<file path="src/rtl/mul_div_iter.sv">
// Iterative RV32M multiply/divide unit: one shared shift-add / restoring-divide datapath.
// Define MUL_DIV_ITER_DIV_EN to build the divider; without it divide ops finish at once with result 0.
module mul_div_iter #(
   parameter int XLEN = 32,
   parameter int BPC  = 1
) (
   input  logic            clk,
   input  logic            reset,
   input  logic            start,
   input  logic [2:0]      op,
   input  logic [XLEN-1:0] a,
   input  logic [XLEN-1:0] b,
   input  logic            flush,
   output logic            ready,
   output logic            busy,
   output logic            done,
   output logic [XLEN-1:0] result
);

   // state | meaning
   // IDLE  | waiting for start
   // RUN   | retiring BPC multiplier / quotient bits per cycle
   // FIX   | sign correction and result select
   // DONE  | result valid, done pulse; may accept a new start
   localparam int STEPS = XLEN / BPC;
   localparam int CW    = $clog2(STEPS);

   typedef enum logic [1:0] {S_IDLE, S_RUN, S_FIX, S_DONE} state_t;

   state_t                state, state_nx;
   logic [CW-1:0]         cnt;
   logic [2:0]            op_q;
   logic                  sa, sb;
   logic [XLEN-1:0]       opnd;
   logic [2*XLEN-1:0]     acc, acc_step, prod;
   logic [XLEN+BPC-1:0]   mul_sum;
   logic                  accept, special, a_signed, b_signed, sa_in, sb_in;
   logic [XLEN-1:0]       a_mag, b_mag, special_res, fix_res;
   logic                  last_step;
`ifdef MUL_DIV_ITER_DIV_EN
   // Stored remainder is always below the divisor; the shifted partial remainder is XLEN+1 bits.
   logic [XLEN-1:0]       rem, rem_step, div_r, div_q;
   logic [XLEN:0]         div_t, div_d;
`endif

   assign ready     = (state == S_IDLE) || (state == S_DONE);
   assign busy      = (state == S_RUN)  || (state == S_FIX);
   assign done      = (state == S_DONE);
   assign accept    = ready && start && !flush;
   assign last_step = (cnt == CW'(STEPS - 1));

   // MUL is treated as signed x signed; the low half is identical either way.
   assign a_signed = op[2] ? !op[0] : (op[1:0] != 2'b11);
   assign b_signed = op[2] ? !op[0] : !op[1];
   assign sa_in    = a_signed && a[XLEN-1];
   assign sb_in    = b_signed && b[XLEN-1];
   assign a_mag    = sa_in ? -a : a;
   assign b_mag    = sb_in ? -b : b;

   always_comb begin
      special     = 1'b0;
      special_res = '0;
`ifdef MUL_DIV_ITER_DIV_EN
      if (op[2]) begin
         if (b == '0) begin
            special     = 1'b1;
            special_res = op[1] ? a : '1;
         end else if (!op[0] && (a == {1'b1, {(XLEN-1){1'b0}}}) && (b == '1)) begin
            special     = 1'b1;
            special_res = op[1] ? '0 : a;
         end
      end
`else
      special = op[2];
`endif
   end

   always_comb begin
      state_nx = state;
      case (state)
         S_IDLE:  if (accept) state_nx = special ? S_DONE : S_RUN;
         S_RUN:   if (flush) state_nx = S_IDLE;
                  else if (last_step) state_nx = S_FIX;
         S_FIX:   state_nx = flush ? S_IDLE : S_DONE;
         S_DONE:  if (accept) state_nx = special ? S_DONE : S_RUN;
                  else state_nx = S_IDLE;
         default: state_nx = S_IDLE;
      endcase
   end

   always_ff @(posedge clk) begin
      if (!reset) state <= S_IDLE;
      else        state <= state_nx;
   end

   // One RUN step: low half of acc holds the multiplier (or dividend/quotient) and shifts right/left.
   always_comb begin
      mul_sum = {{BPC{1'b0}}, acc[2*XLEN-1:XLEN]};
      for (int i = 0; i < BPC; i++) begin
         if (acc[i]) mul_sum = mul_sum + ({{BPC{1'b0}}, opnd} << i);
      end
      acc_step = {mul_sum, acc[XLEN-1:BPC]};
`ifdef MUL_DIV_ITER_DIV_EN
      div_r = rem;
      div_q = acc[XLEN-1:0];
      div_t = '0;
      div_d = '0;
      for (int i = 0; i < BPC; i++) begin
         div_t = {div_r, div_q[XLEN-1]};
         div_d = div_t - {1'b0, opnd};
         div_q = {div_q[XLEN-2:0], ~div_d[XLEN]};
         div_r = div_d[XLEN] ? div_t[XLEN-1:0] : div_d[XLEN-1:0];
      end
      rem_step = div_r;
      if (op_q[2]) acc_step = {acc[2*XLEN-1:XLEN], div_q};
`endif
   end

   always_comb begin
      prod    = (sa ^ sb) ? -acc : acc;
      fix_res = (op_q[1:0] == 2'b00) ? prod[XLEN-1:0] : prod[2*XLEN-1:XLEN];
`ifdef MUL_DIV_ITER_DIV_EN
      if (op_q[2]) begin
         if (op_q[1]) fix_res = sa ? -rem : rem;
         else         fix_res = (sa ^ sb) ? -acc[XLEN-1:0] : acc[XLEN-1:0];
      end
`else
      if (op_q[2]) fix_res = '0;
`endif
   end

   always_ff @(posedge clk) begin
      if (!reset) begin
         cnt    <= '0;
         op_q   <= '0;
         sa     <= 1'b0;
         sb     <= 1'b0;
         opnd   <= '0;
         acc    <= '0;
         result <= '0;
`ifdef MUL_DIV_ITER_DIV_EN
         rem    <= '0;
`endif
      end else if (accept) begin
         cnt  <= '0;
         op_q <= op;
         sa   <= sa_in;
         sb   <= sb_in;
         if (special) result <= special_res;
`ifdef MUL_DIV_ITER_DIV_EN
         rem <= '0;
         if (op[2]) begin
            opnd <= b_mag;
            acc  <= {{XLEN{1'b0}}, a_mag};
         end else begin
            opnd <= a_mag;
            acc  <= {{XLEN{1'b0}}, b_mag};
         end
`else
         opnd <= a_mag;
         acc  <= {{XLEN{1'b0}}, b_mag};
`endif
      end else if (state == S_RUN && !flush) begin
         if (!last_step) cnt <= cnt + 1'b1;
         acc <= acc_step;
`ifdef MUL_DIV_ITER_DIV_EN
         rem <= rem_step;
`endif
      end else if (state == S_FIX && !flush) begin
         result <= fix_res;
      end
   end

endmodule

</file>
<file path="config.mk">
export PLATFORM = sky130hd
export DESIGN_NAME = mul_div_iter
export DESIGN_NICKNAME = d
export VERILOG_FILES = /design/src/rtl/mul_div_iter.sv
export SDC_FILE = /design/constraint.sdc
export NUM_CORES = 1
export LEC_CHECK = 0
export ABC_CLOCK_PERIOD_IN_PS = 8189
export CORE_ASPECT_RATIO = 1.2
export CORE_MARGIN = 4
export CORE_UTILIZATION = 30
export DETAILED_ROUTE_END_ITERATION = 7
export PLACE_DENSITY = 0.54
export SETUP_SLACK_MARGIN = 0.15
export SLEW_MARGIN = 20
export SYNTH_ARGS = -nofsm -noshare
export SYNTH_HDL_FRONTEND = slang
export SYNTH_SLANG_ARGS = --single-unit
</file>
<file path="constraint.sdc">
create_clock -name clk -period 8.19 [get_ports clk]
set_input_delay 1.638 -clock clk [delete_from_list [all_inputs] [get_ports clk]]
set_output_delay 1.638 -clock clk [all_outputs]
set_load 0.05 [all_outputs]
</file>
=== After elaboration in Yosys (flattened, before gate mapping) ===
Cells that the tools add are included.

* $add $sub $neg: 5
* Equal/unequal tests: 9
* Mux-type cells: 21
* Bitwise logic cells: 3
* Reduce and logical (&&, ||, !) cells: 19

{| class="wikitable"
|+ Operator list
! kind !! count
|-
| $mux 32 || 10
|-
| $mux 64 || 1
|-
| $neg 32->32 || 2
|-
| $neg 64->64 || 1
|-
| $add 32x32->33 || 1
|-
| $mux 33 || 1
|-
| $mux 2 || 6
|-
| $ne 2x2->1 const B || 4
|-
| $pmux 2 s4 || 1
|-
| $logic_and 1x1->1 || 6
|-
| $add 5x1->5 const B || 1
|-
| $eq 5x5->1 const B || 1
|-
| $eq 2x2->1 const B || 2
|-
| $logic_not 2->1 || 2
|-
| $reduce_and 2->1 || 2
|-
| $reduce_bool 2->1 || 2
|-
| $logic_not 1->1 || 3
|-
| $ne 3x3->1 const B || 1
|-
| $reduce_and 3->1 || 1
|-
| $eq 2x1->1 const B || 1
|-
| $logic_or 1x1->1 || 2
|-
| $mux 1 || 2
|-
| $not 1->1 || 2
|-
| $reduce_or 2->1 || 1
|-
| $xor 1x1->1 || 1
|}

* Register bits: 140
* Input port bits: 71
* Output and inout port bits: 35
* Word-level logic and storage cells: 66

=== Depth between registers and ports, before layout ===
* Depth in word-level cells: 7
* Gate-level depth with buffers: 13

=== Worst setup path before layout ===
Ideal clock, no wire load.

* Kind: input-to-reg
* Start: in b[10]
* End: reg acc[30]
* Setup time: 0.128 ns
* Data arrival time: 3.854 ns
* Data required time: 8.062 ns
* Path slack: 4.208 ns
* Cell stages on the path: 9
* Path through: or3_1 or4_1 clkbuf_1 or4_4 nor2_2 a21oi_1 xor2_1 a222oi_1 nor2_1

* Word-level cells in the longest chain between the ends: 3

{| class="wikitable"
|+ Ends and longest elaborated chain
! item !! line !! source
|-
| start, declared || 12 || <nowiki>input logic [XLEN-1:0] b,</nowiki>
|-
| $neg 32->32 || 58 || <nowiki>assign b_mag = sb_in ? -b : b;</nowiki>
|-
| $mux 32 || 58 ||
|-
| $mux 32 || 144 || <nowiki>end else if (accept) begin</nowiki>
|-
| end signal, assigned || 161 || <nowiki>acc <= {{XLEN{1'b0}}, b_mag};</nowiki>
|-
| end signal, assigned || 165 || <nowiki>acc <= acc_step;</nowiki>
|-
| end, declared || 35 || <nowiki>logic [2*XLEN-1:0] acc, acc_step, prod;</nowiki>
|}

Every way passes these cells.
A chain may end at the register's enable or synchronous reset.

=== Final worst setup path ===
* Start: in a[8]
* End: reg opnd[29]

* Word-level cells in the longest chain between the ends: 2

{| class="wikitable"
|+ Ends and longest elaborated chain
! item !! line !! source
|-
| start, declared || 11 || <nowiki>input logic [XLEN-1:0] a,</nowiki>
|-
| $neg 32->32 || 57 || <nowiki>assign a_mag = sa_in ? -a : a;</nowiki>
|-
| $mux 32 || 57 ||
|-
| end signal, assigned || 160 || <nowiki>opnd <= a_mag;</nowiki>
|-
| end, declared || 34 || <nowiki>logic [XLEN-1:0] opnd;</nowiki>
|}

Every way passes these cells.

==> results.py <==
metrics = {
    "die": {
        "die_area_mm2": 0.0353,
        "start_util_pct": 30.7,
        "core.rowCount": 71,
        "die_w_um": 172,
        "die_y_um": 205,
        "ios": 106,
        "core_region_area_mm2": 0.0316,
    },
    "routing": {
        "wl_per_cell_um": 17.0,
        "dr.pass1.iters": 7,
        "vias_per_cell": 5.44,
        "drt_wl_total_um": 29500,
        "postRouteAntennaNets": 0,
        "drtIter0Drc": 941,
        "via_count": 9465,
        "drc": 0,
    },
    "clock_network": {
        "cts_setup_buffers": 0,
        "cts_root_buffer": "clkbuf_16",
        "htreeDepth": 4,
        "clock_path_buffers": 2,
        "clk_pin_slew_ps": 70,
        "cts.hold.buffers_added": 0,
        "cts_buffers": 17,
        "cts_tree": "yes",
        "clkLatencyLatePin_ps": 430,
        "cts_sinks": 140,
        "ctsResizeCount": 0,
    },
    "synthesis": {
        "ys_ff_latch": 140,
        "syn_avg_cell_area_um2": 7.69,
        "syn_nets": 1376,
        "syn_area_mm2": 0.00970,
        "synth_edf_count": 0,
        "synth_top_area_share_pct": 28.9,
        "synth_top_cell_by_area": "dfxtp_1",
        "yosys_warnings": 0,
        "ys_seq_area_share_pct": 28.9,
        "syn_inst": 1262,
        "synth_flop_cell": "dfxtp_1",
        "synth_top_cells_by_area": "dfxtp_1 29%, xnor2_1 6.9%, nor2_1 6.4%, xor2_1 5.9%, a21oi_1 5.7%",
        "yosysMostFrequentCell": "nor2_1",
        "synth_common_cells": "165 x nor2_1, 140 x dfxtp_1, 111 x a21oi_1",
        "ys_types": 63,
        "async_flop_share_pct": 0,
    },
    "layout": {
        "final_nets": 1440,
        "area_delta_synth_final_pct": 21.2,
        "layout-drive-gt1-share_pct": 5.00,
        "fillerInstances": 3325,
        "final_core_util_pct": 37.2,
        "num_antenna_cells": 0,
    },
    "power": {
        "powerDensity_mw_per_mm2": 246,
        "max-vdd-ir-drop_uv": 167,
        "p_leak_uw": 0.00445,
    },
    "placed_design": {
        "place_congestion": 0.864,
        "dp_hpwl_um": 22500,
        "placement.io_buffers": 105,
    },
    "critical_path": {
        "cpLargestDelayFamily": "simple AND/OR/NAND/NOR gates",
        "path_buf_inv": 1,
        "crit_type": "in -> reg",
        "cp.required_ps": 8530,
        "slowest_stage": "or4_1",
        "path_cells": "clkdlybuf4s50_1 -> or4_1 -> nor3_1 -> nor3b_1 -> nand2_1 -> o41ai_1 -> xor2_1 -> a211oi_1",
        "cp_data_arrival_time_ps": 4600,
        "cp_max_fo": 6,
        "start_kind": "primary input",
        "end_kind": "flop",
        "critPathMaxStageDelay_ps": 570,
    },
    "timing": {
        "period_share_pct": 51.9,
        "fmax_ghz": 0.235,
        "setup_viol_count_final": 0,
        "min_period_ps": 4250,
        "setup_tns_ps": 0,
        "finalHoldViolations": 0,
        "tightest_slew_ps": 948,
        "finClkSkew_ps": 12.7,
        "rsz0062_at_grt": "false",
        "drv_slew": 0,
        "slew_headroom_pct": 36.8,
    },
    "global_route": {
        "grt_max_degree": 94,
        "grt_pass1_vias": 8916,
        "antenna_found_initial": 0,
        "grt_pass1_wl_um": 47400,
        "gr-total-overflow": 0,
        "grt_util_all_layers_pct": 16.6,
    },
    "status": {
        "status": "finished clean",
    },
    "job": {
        "maxCapViolations": 0,
    },
    "hold_path": {
        "hold_class": "reg -> reg",
    },
}
==> through the flow <==
stage	power, uW	area, um^2	instances	setup WS (ps)	hold slack [ps]
final	2890	11800	1740	3940	438
after detailed placement	2030	11100	1708	3490	437
after global placement	2030	11100	1708	3520	431
after global routing	3070	11800	1740	3540	466
after floorplan	1700	9700	1262	4210	436
after CTS	2900	11800	1740	3940	444
==> power by group <==
part           switching [uW]  leakage, uW  internal [uW]
combinational             702      0.00300            426
sequential                129      0.00114            772
clock                     316     0.000307            542
total                    1150      0.00445           1740
==> layout by cell type, fill, tap and decap left out, types with 8 or more instances in the layout <==
| master | n |
|---|---|
| clkbuf_16 | 17 |
| a222oi_1 | 29 |
| dfxtp_1 | 140 |
| xnor2_1 | 76 |
| a31oi_1 | 14 |
| o31ai_1 | 22 |
| nor4_1 | 13 |
| nor3_1 | 31 |
| buf_4 | 15 |
| o21ai_1 | 16 |
| o21ai_0 | 81 |
| and3_1 | 12 |
| ha_1 | 42 |
| a211oi_1 | 34 |
| o211ai_1 | 8 |
| or3_1 | 24 |
| a21oi_1 | 111 |
| a21o_1 | 21 |
| a22oi_1 | 18 |
| o41ai_1 | 8 |
| or4_1 | 9 |
| mux2i_1 | 13 |
| clkdlybuf4s50_1 | 105 |
| inv_1 | 16 |
| xor2_1 | 64 |
| nor2_1 | 163 |
| nand2_1 | 102 |
| nand3_1 | 20 |
| nand2b_1 | 13 |
==> area by class of cell <==
cell class	instances	area [um^2]	share of cell area [%]
Clock buffer	18	429	3.65
Timing Repair Buffer	120	1160	9.90
Sequential cell	140	2800	23.8
Inverter	17	63.8	0.543
Clock inverter	14	218	1.85
Tap cell	401	502	4.27
Multi-Input combinational cell	1030	6580	56.0
==> cells by family (layout without fill, tap and decap cells) <==
kind of cell,Yosys count,after routing,share of synthesized area (%)
and+or+nand+nor,434,434,21.2
AOI/OAI and AO/OA,398,398,26.6
xor gates and xnor gates,141,141,12.7
DFF,140,140,28.9
buffers and inverters,92,169,3.56
adders and majority gates,43,43,5.62
muxes,14,14,1.46
==> worst reg2reg max path, delay by kind of cell, from the launching register on <==
kind                       cells  cell delay (ps)
AOI/OAI and AO/OA              1              260
adders and majority gates      1              340
buffers and inverters          2              430
DFF                            1              380
and+or+nand+nor                5             1810
==> per-layer routing <==
metal  global-route usage, %  up-vias  routed length [um]
li1                        -     4765                   -
met1                    22.5     4430               13800
met2                    27.0      233               13700
met3                    2.51       37                1370
met4                    5.28        0                 701
met5                       0        -                   0
==> path summary, 6_finish.rpt <==
check	depth (start not counted)	endpoint	startpoint	slack (ps)
setup / recovery	8	opnd[29]	a[8]	3940
hold / removal	2	result[17]	result[17]	440
setup reg to reg	9	acc[58]	state[0]	4870
hold reg to reg	2	result[17]	result[17]	440
==> sequential cells by signal, summed over array words and instances, names as in the netlist <==
register,cells
op_q,3
result,32
acc,64
cnt,5
state,2
opnd,32
sb,1
sa,1
Note: power is estimated with default switching activity, not from simulation.
